$ cat src/rtl/mem_arb_pkg.sv
// Shared types and constants for the unified instruction/data memory arbiter.
package mem_arb_pkg;

  // Arbiter FSM states: idle, or a memory access in flight for one port.
  typedef enum logic [1:0] {
    IDLE   = 2'b00,
    GNT_IF = 2'b01,
    GNT_DM = 2'b10
  } arb_state_e;

  // Requesting port identity.
  typedef enum logic {
    PORT_IF = 1'b0,
    PORT_DM = 1'b1
  } arb_port_e;

  // Access size/sign encoding, identical to the pipeline's DMCtrl field.
  localparam logic [2:0] DMCTRL_WORD   = 3'b000;
  localparam logic [2:0] DMCTRL_HALF   = 3'b001;
  localparam logic [2:0] DMCTRL_HALF_U = 3'b010;
  localparam logic [2:0] DMCTRL_BYTE   = 3'b011;
  localparam logic [2:0] DMCTRL_BYTE_U = 3'b100;

  // Bits needed to hold a counter value in 0..max_val.
  function automatic int cnt_width(input int max_val);
    if (max_val < 1) begin
      return 1;
    end else begin
      return $clog2(max_val + 1);
    end
  endfunction

endpackage

$ cat src/rtl/mem_arb_pick.sv
// Grant selection for the unified memory arbiter: decides which port wins
// in IDLE and tracks how long fetch has been passed over by data accesses.
module mem_arb_pick
  import mem_arb_pkg::*;
#(
  parameter int STARVE_MAX = 4
) (
  input  logic      clk,
  input  logic      rst,
  input  logic      i_idle,
  input  logic      i_if_req,
  input  logic      i_if_valid,
  input  logic      i_dm_req,
  input  logic      i_dm_valid,
  output logic      o_grant,
  output arb_port_e o_grant_port
);

  localparam int CNT_W = cnt_width(STARVE_MAX);
  localparam logic [CNT_W-1:0] STARVE_LIM = CNT_W'(STARVE_MAX);

  logic             w_if_elig;
  logic             w_dm_elig;
  logic             w_at_limit;
  logic [CNT_W-1:0] r_starve_cnt;

  // A request seen in its own valid-pulse cycle is already consumed.
  assign w_if_elig  = i_if_req & ~i_if_valid;
  assign w_dm_elig  = i_dm_req & ~i_dm_valid;
  assign w_at_limit = (r_starve_cnt == STARVE_LIM);

  // Data wins unless fetch has waited through STARVE_MAX data grants.
  always_comb begin
    o_grant      = 1'b0;
    o_grant_port = PORT_IF;
    if (!i_idle) begin
      o_grant = 1'b0;
    end else if (w_dm_elig && !(w_if_elig && w_at_limit)) begin
      o_grant      = 1'b1;
      o_grant_port = PORT_DM;
    end else if (w_if_elig) begin
      o_grant      = 1'b1;
      o_grant_port = PORT_IF;
    end else begin
      o_grant = 1'b0;
    end
  end

  // Count data grants that bypass a waiting fetch; a fetch grant clears it.
  always_ff @(posedge clk) begin
    if (rst) begin
      r_starve_cnt <= {CNT_W{1'b0}};
    end else if (o_grant) begin
      if (o_grant_port == PORT_IF) begin
        r_starve_cnt <= {CNT_W{1'b0}};
      end else if (w_if_elig && !w_at_limit) begin
        r_starve_cnt <= r_starve_cnt + {{(CNT_W-1){1'b0}}, 1'b1};
      end
    end
  end

endmodule

$ cat src/rtl/unified_mem_arbiter.sv
// Shares one single-port memory between instruction fetch and the data
// memory stage. Data has priority; a starvation limit guarantees fetch
// progress. Each access is a registered req/ack exchange with the memory.
module unified_mem_arbiter
  import mem_arb_pkg::*;
#(
  parameter int STARVE_MAX = 4,
  parameter int ADDR_W     = 32,
  parameter int DATA_W     = 32
) (
  input  logic              clk,
  input  logic              rst,
  input  logic              if_req,
  input  logic [ADDR_W-1:0] if_addr,
  output logic [DATA_W-1:0] if_rdata,
  output logic              if_valid,
  output logic              if_stall,
  input  logic              dm_req,
  input  logic              dm_we,
  input  logic [2:0]        dm_ctrl,
  input  logic [ADDR_W-1:0] dm_addr,
  input  logic [DATA_W-1:0] dm_wdata,
  output logic [DATA_W-1:0] dm_rdata,
  output logic              dm_valid,
  output logic              dm_stall,
  output logic              mem_req,
  output logic              mem_we,
  output logic [2:0]        mem_ctrl,
  output logic [ADDR_W-1:0] mem_addr,
  output logic [DATA_W-1:0] mem_wdata,
  input  logic [DATA_W-1:0] mem_rdata,
  input  logic              mem_ack
);

  arb_state_e        r_state;
  arb_state_e        w_state_nxt;
  logic              w_grant;
  arb_port_e         w_grant_port;

  logic              r_mem_req;
  logic              r_mem_we;
  logic [2:0]        r_mem_ctrl;
  logic [ADDR_W-1:0] r_mem_addr;
  logic [DATA_W-1:0] r_mem_wdata;
  logic [DATA_W-1:0] r_if_rdata;
  logic [DATA_W-1:0] r_dm_rdata;
  logic              r_if_valid;
  logic              r_dm_valid;

  mem_arb_pick #(
    .STARVE_MAX (STARVE_MAX)
  ) u_pick (
    .clk          (clk),
    .rst          (rst),
    .i_idle       (r_state == IDLE),
    .i_if_req     (if_req),
    .i_if_valid   (r_if_valid),
    .i_dm_req     (dm_req),
    .i_dm_valid   (r_dm_valid),
    .o_grant      (w_grant),
    .o_grant_port (w_grant_port)
  );

  // FSM state register.
  always_ff @(posedge clk) begin
    if (rst) begin
      r_state <= IDLE;
    end else begin
      r_state <= w_state_nxt;
    end
  end

  // Next state: leave IDLE on a grant, return on the memory ack.
  always_comb begin
    w_state_nxt = r_state;
    case (r_state)
      IDLE: begin
        if (w_grant) begin
          w_state_nxt = (w_grant_port == PORT_DM) ? GNT_DM : GNT_IF;
        end else begin
          w_state_nxt = IDLE;
        end
      end
      GNT_IF: begin
        if (mem_ack) begin
          w_state_nxt = IDLE;
        end else begin
          w_state_nxt = GNT_IF;
        end
      end
      GNT_DM: begin
        if (mem_ack) begin
          w_state_nxt = IDLE;
        end else begin
          w_state_nxt = GNT_DM;
        end
      end
      default: w_state_nxt = IDLE;
    endcase
  end

  // Memory request registers, read-data capture and one-cycle valid pulses.
  // Acks outside a granted state (e.g. left over from a reset) are ignored.
  always_ff @(posedge clk) begin
    if (rst) begin
      r_mem_req   <= 1'b0;
      r_mem_we    <= 1'b0;
      r_mem_ctrl  <= 3'b000;
      r_mem_addr  <= {ADDR_W{1'b0}};
      r_mem_wdata <= {DATA_W{1'b0}};
      r_if_rdata  <= {DATA_W{1'b0}};
      r_dm_rdata  <= {DATA_W{1'b0}};
      r_if_valid  <= 1'b0;
      r_dm_valid  <= 1'b0;
    end else begin
      r_if_valid <= 1'b0;
      r_dm_valid <= 1'b0;
      case (r_state)
        IDLE: begin
          if (w_grant) begin
            r_mem_req <= 1'b1;
            if (w_grant_port == PORT_DM) begin
              r_mem_we    <= dm_we;
              r_mem_ctrl  <= dm_ctrl;
              r_mem_addr  <= dm_addr;
              r_mem_wdata <= dm_wdata;
            end else begin
              r_mem_we    <= 1'b0;
              r_mem_ctrl  <= DMCTRL_WORD;
              r_mem_addr  <= if_addr;
              r_mem_wdata <= {DATA_W{1'b0}};
            end
          end
        end
        GNT_IF: begin
          if (mem_ack) begin
            r_mem_req  <= 1'b0;
            r_if_rdata <= mem_rdata;
            r_if_valid <= 1'b1;
          end
        end
        GNT_DM: begin
          if (mem_ack) begin
            r_mem_req  <= 1'b0;
            r_dm_rdata <= r_mem_we ? {DATA_W{1'b0}} : mem_rdata;
            r_dm_valid <= 1'b1;
          end
        end
        default: r_mem_req <= 1'b0;
      endcase
    end
  end

  assign mem_req   = r_mem_req;
  assign mem_we    = r_mem_we;
  assign mem_ctrl  = r_mem_ctrl;
  assign mem_addr  = r_mem_addr;
  assign mem_wdata = r_mem_wdata;
  assign if_rdata  = r_if_rdata;
  assign if_valid  = r_if_valid;
  assign dm_rdata  = r_dm_rdata;
  assign dm_valid  = r_dm_valid;

  // A requester stalls until its valid pulse.
  assign if_stall = if_req & ~r_if_valid;
  assign dm_stall = dm_req & ~r_dm_valid;

endmodule

$ cat config.mk
export PLATFORM = sky130hd
export DESIGN_NAME = unified_mem_arbiter
export DESIGN_NICKNAME = d
export VERILOG_FILES = /design/src/rtl/mem_arb_pkg.sv /design/src/rtl/mem_arb_pick.sv /design/src/rtl/unified_mem_arbiter.sv
export SDC_FILE = /design/constraint.sdc
export NUM_CORES = 1
export LEC_CHECK = 0
export ABC_AREA = 1
export CAP_MARGIN = 15
export CELL_PAD_IN_SITES_DETAIL_PLACEMENT = 0
export CELL_PAD_IN_SITES_GLOBAL_PLACEMENT = 1
export CORE_ASPECT_RATIO = 0.9
export CORE_MARGIN = 2
export CORE_UTILIZATION = 27
export DETAILED_ROUTE_END_ITERATION = 6
export GPL_TIMING_DRIVEN = 0
export PLACE_DENSITY_LB_ADDON = 0.1
export SYNTH_ARGS = -nofsm -noshare
export SYNTH_HDL_FRONTEND = slang
export SYNTH_SLANG_ARGS = --single-unit
$ cat constraint.sdc
create_clock -name clk -period 1.7 [get_ports clk]
set_input_delay 0.255 -clock clk [delete_from_list [all_inputs] [get_ports clk]]
set_output_delay 0.255 -clock clk [all_outputs]
set_load 0.02 [all_outputs]
# Yosys cells after proc, flatten, opt, wreduce, memory -nomap -nowiden
# Index checks and enable logic that the tools add are counted.
# word_totals
output_inout_bits	137
register_bits	140
wordCells	59
# op_classes
n_eq_ne	6
mux	21
n_bitwise	6
addsub	1
n_reduce_logical	14
# ops
operator	n
2-to-1 mux 32 bit	3
2-to-1 mux 1 bit	10
AND reduction 2 bit	5
2-to-1 mux 3 bit	3
2-to-1 mux 2 bit	3
one-hot mux 2 bit (3 select lines)	1
OR reduction 2 bit	3
!= test 2 bit, second input constant	2
NOT 1 bit	4
adder 3 x 1 -> 3 bit, second input constant	1
equality test 3 bit, second input constant	1
logical AND 1 bit	3
bitwise AND 1 bit	2
equality test 2 x 1 -> 1 bit, second input constant	1
equality test 2 bit, second input constant	1
logical NOT 1 bit	2
logical NOT 2 bit	1
!= test 2 x 1 -> 1 bit, second input constant	1
one-hot mux 1 bit (2 select lines)	1

# Longest topological paths before layout
# depth
ltp_word	10
ltp_mapped	11

# Hierarchy
# Synthesis repeated with hierarchy kept, for this count alone.
# hier_totals
hier_cells	828
area_unflattened_um2	5861.9
# by_module_without_submodules
mod	cells_per_inst	seq_area_each_um2	area_per_inst_um2	instances
unified_mem_arbiter	793	2742.6	5642.9	1
mem_arb_pick	35	60.1	219.0	1

# Worst setup path after synthesis
# No wires, ideal clock.
# synth_path
path_type	register to register
startpoint	reg r_if_valid (netlist: if_valid)
endpoint	reg r_mem_wdata[7] (netlist: mem_wdata[7])
required_ps	1568
path_stages_with_launch	9
setup_ps	132
synth_period_minus_slack_ps	1498
t_arrival_ps	1366
slack_ps	202
path_buffers	2
path_cell_list	dfxtp_1 > nor2_2 > nand2_1 > nand2_1 > inv_2 > buf_4 > buf_6 > nand2_1 > a21oi_1
# synth_via
elab_chain_cells	8
elab_cells_between_ends	12
classes_between	6 x mux; 2 x bitwise; 4 x reduce/logical
# synth_lines
item	line	source
start, declared	unified_mem_arbiter.sv:47	logic r_if_valid;
start signal, assigned	unified_mem_arbiter.sv:113	r_if_valid <= 1'b0;
start signal, assigned	unified_mem_arbiter.sv:116	r_if_valid <= 1'b0;
start signal, assigned	unified_mem_arbiter.sv:139	r_if_valid <= 1'b1;
NOT 1 bit *	--	
bitwise AND 1 bit *	--	
net if_stall	unified_mem_arbiter.sv:17	output logic if_stall,
logical AND 1 bit	mem_arb_pick.sv:38	end else if (w_dm_elig && !(w_if_elig && w_at_limit)) begin
logical NOT 1 bit	mem_arb_pick.sv:38	
logical AND 1 bit	mem_arb_pick.sv:38	
2-to-1 mux 1 bit	mem_arb_pick.sv:38	
2-to-1 mux 1 bit	mem_arb_pick.sv:36	if (!i_idle) begin
2-to-1 mux 32 bit / AND reduction 2 bit (equally long branches)	--	
end signal, assigned	unified_mem_arbiter.sv:110	r_mem_wdata <= {DATA_W{1'b0}};
end signal, assigned	unified_mem_arbiter.sv:126	r_mem_wdata <= dm_wdata;
end signal, assigned	unified_mem_arbiter.sv:131	r_mem_wdata <= {DATA_W{1'b0}};
end, declared	unified_mem_arbiter.sv:44	logic [DATA_W-1:0] r_mem_wdata;
# Mark *: on every way through the listed nets, which the timed path passes. The rest lies on a longest branch.
# A chain may end at the register's enable or synchronous reset.

# Worst setup path after layout
# layout_path
startpoint	reg r_mem_wdata[17] (netlist: mem_wdata[17])
endpoint	out mem_wdata[17]
# layout_rtl
item	line	source
end, declared	unified_mem_arbiter.sv:30	output logic [DATA_W-1:0] mem_wdata,
# No word-level cell between the ends.

==> flow_summary_export.csv <==
group,metric,value,unit
run_status,status,"completed",
logic_synthesis,post-synth-top-area-fraction,0.510,
floorplan,die_w,154,um
floorplan,coreArea,20000,sq um
logic_synthesis,synth_seq_cells,140,
detailed_routing,antenna_left,0,
logic_synthesis,syn_area,5490,sq um
critical_path,arrival,1400,ps
sta,setup_viol,0,
clock_tree,cts_buffers,17,
finish,antenna_cells,0,
logic_synthesis,synthArstFlopShare,0,
placed_design,portBuffers,273,
critical_path,worst-path-stages,1,
floorplan,start_util,0.275,
clock_tree,cts_root_buf,"clkbuf_16",
logic_synthesis,netlist_top_cells_count,"nand2_1, nor2_1, dfxtp_1",
logic_synthesis,synth_top_family_by_area,"simple AND/OR/NAND/NOR gates",
detailed_routing,dr.pass1.iters,4,
power,powerDensity,1000,nW/um^2
critical_path,end_kind,"output port",
placed_design,dp_cells,1298,
sta,fmaxAchievable,606,MHz
finish,instances_no_fill,1332,
finish,fillers,2092,
flow_run,max-cap-violations,0,
sta,setup_ws,49.6,ps
logic_synthesis,synth_area_leader_cell,"dfxtp_1",
detailed_routing,wirelength,19600,um
floorplan,pin_count,274,
detailed_routing,vias,5741,
logic_synthesis,yosys_warnings,0,
logic_synthesis,synth-xor-area-share,0.00159,
clock_tree,ctsHoldBuffers,0,
logic_synthesis,yosysSeqAreaShare,0.510,
critical_path,slowest_stage,"clkdlybuf4s50_1",
detailed_routing,routedWlPerCell,14.7,um
clock_tree,clock_sinks,140,
critical_path,path_max_fanout,2,
logic_synthesis,syn_nets,913,
critical_path,slowest_delay,660,ps
hold_path,hp-class,"in2reg",
grt,overflow,0,
hold_path,worstHoldStart,"dm_wdata[1]",
grt,antenna_found_initial,0,
detailed_routing,drc,0,
critical_path,critical_path_class,"reg2out",
grt,grtUsageTotal,0.182,
grt,grt_pass1_wl,30800,um
critical_path,cp_cell_sequence,"clkdlybuf4s50_1",
sta,fin_crit_sh,0.971,
critical_path,critical_path.startpoint,"mem_wdata[17]$_SDFFE_PP0P_",
placed_design,gp_congestion,0.803,
critical_path,rr_worst_depth,10,
critical_path,cpLargestDelayFamily,"buffers and inverters",
clock_tree,cts_tree,"built",
logic_synthesis,synth_edf_count,0,
sta,clock_skew,10.2,ps
clock_tree,htreeDepth,4,
detailed_routing,drt-vias-per-instance,4.31,
critical_path,start_kind,"flop",
sta,worst_slew_pin_slew,550,ps
grt,first_global_vias,5573,
floorplan,fp-row-count,49,
floorplan,die-area,21500,sq um
critical_path,regToRegStartpoint,"r_state[0]$_SDFF_PP0_",
clock_tree,clkLatencyLatePin,420,ps
detailed_routing,dr.first_iter.drc_count,258,
critical_path,rrSetupSlack,130,ps
sta,min_period,1650,ps
sta,rsz0062_at_grt,"true",
critical_path,cp.buffers_inverters,1,
logic_synthesis,synth_cell_types,20,
placed_design,pre_cts_slack,-341,ps
power,p_leak,0.00411,uW
logic_synthesis,syn_inst,770,
logic_synthesis,synth-simple-area-share,0.332,
logic_synthesis,synth_area_leaders,"dfxtp_1, nand2_1, nor2_1",
logic_synthesis,avgSynthCellArea,7.13,sq um
finish,area_growth,68.9,%
hold_path,holdPathStages,3,
sta,hold_ws,384,ps
logic_synthesis,yosysMostFrequentCell,"nand2_1",
grt,grt_max_degree,17,
critical_path,cp.required,1440,ps
floorplan,die_h,139,um
logic_synthesis,synth_compound_area_frac,0.0693,
placed_design,hpwl,14400,um
finish,final_nets,1208,
clock_tree,clkSlewWorstSetupHoldPaths,60,ps
logic_synthesis,synthAdderAreaFrac,0.0137,
sta,finalHoldViolations,0,
logic_synthesis,ys.flop_type,"dfxtp_1",
finish,drive_gt1_frac,0.0696,
sta,slew_violations,0,
sta,slew-limit-headroom,0.634,
power,peakVddDrop,0.000618,V
logic_synthesis,muxShareOfSynthArea,0,
clock_tree,clockBufferDepth,2,
==> cell usage in the layout, fill, tap and decap left out, drive strengths merged <==
| cell | instances |
|---|---|
| inv | 51 |
| clkinvlp | 3 |
| nor3 | 1 |
| nor2 | 165 |
| nand3 | 98 |
| a21oi | 43 |
| buf | 24 |
| clkdlybuf4s50 | 259 |
| clkbuf | 46 |
| bufinv | 2 |
| dlygate4sd2 | 4 |
| dlymetal6s2s | 10 |
| dfxtp | 140 |
| clkinv | 6 |
| or2 | 1 |
| xor2 | 1 |
| o21ai | 33 |
| nand2 | 184 |
| ha | 6 |
==> state kept, by name, indices dropped and copies added, names as in the netlist <==
signal and count:
mem_wdata 32, if_valid 1, dm_valid 1, mem_req 1
mem_we 1, mem_addr 32, r_state 2, if_rdata 32
mem_ctrl 3, u_pick.r_starve_cnt 3, dm_rdata 32
==> final cells by class <==
type                            instances  area, sq um  area share
Clock buffer                           17          425      0.0459
Tap cell                              255          319      0.0344
Multi-Input combinational cell        532         2340       0.252
Timing Repair Buffer                  278         2790       0.301
Buffer                                 48          269      0.0290
Clock inverter                         14          146      0.0158
Inverter                               48          180      0.0194
Sequential cell                       140         2800       0.302
==> path summary, 6_finish.rpt <==
check                                to
max                       mem_wdata[17]
min           mem_wdata[1]$_SDFFE_PP0P_
max reg2reg   mem_addr[19]$_SDFFE_PP0P_
min reg2reg  mem_wdata[25]$_SDFFE_PP0P_
==> per-stage QoR <==
stage | TNS (ps) | power [uW] | cell area [sq um] | utilization
3_5_place_dp | -30060 | 5670 | 8540 | 0.427
2_1_floorplan | 0 | 4640 | 5490 | -
4_1_cts | 0 | 9400 | 9140 | 0.457
5_1_grt | -51.8 | 9790 | 9270 | 0.464
3_3_place_gp | -29770 | 5670 | 8540 | 0.427
6_report | 0 | 9300 | 9270 | 0.464
==> where the power goes <==
part	switching, uW	internal (uW)	total (uW)
sequential	114	3510	3630
combinational	1050	965	2020
clock	1500	2160	3660
total	2670	6630	9300
==> repair_timing <==
item,4_1_cts,5_1_grt
endpoints found under the hold margin,0,0
buffers inserted,1,4
gates resized for setup,13,49
pin swaps,1,2
endpoints found under the setup margin,87,126
==> routing by layer <==
metal  wire, um  track usage  up-vias
li1           -            -     3008
met5          0            0        -
met4        384       0.0629        0
met1       9130        0.240     2521
met2       8470        0.275      187
met3       1610       0.0673       25
==> cell families (layout without fill, tap and decap cells) <==
family,Yosys count,in the layout
AO/OA/AOI/OAI,76,76
XOR/XNOR,1,1
adder cells (fa/ha/maj),6,6
buffers and inverters,98,405
flip-flops,140,140
AND/OR/NAND/NOR,449,449
No activity file was read; power rests on OpenSTA's default activity.
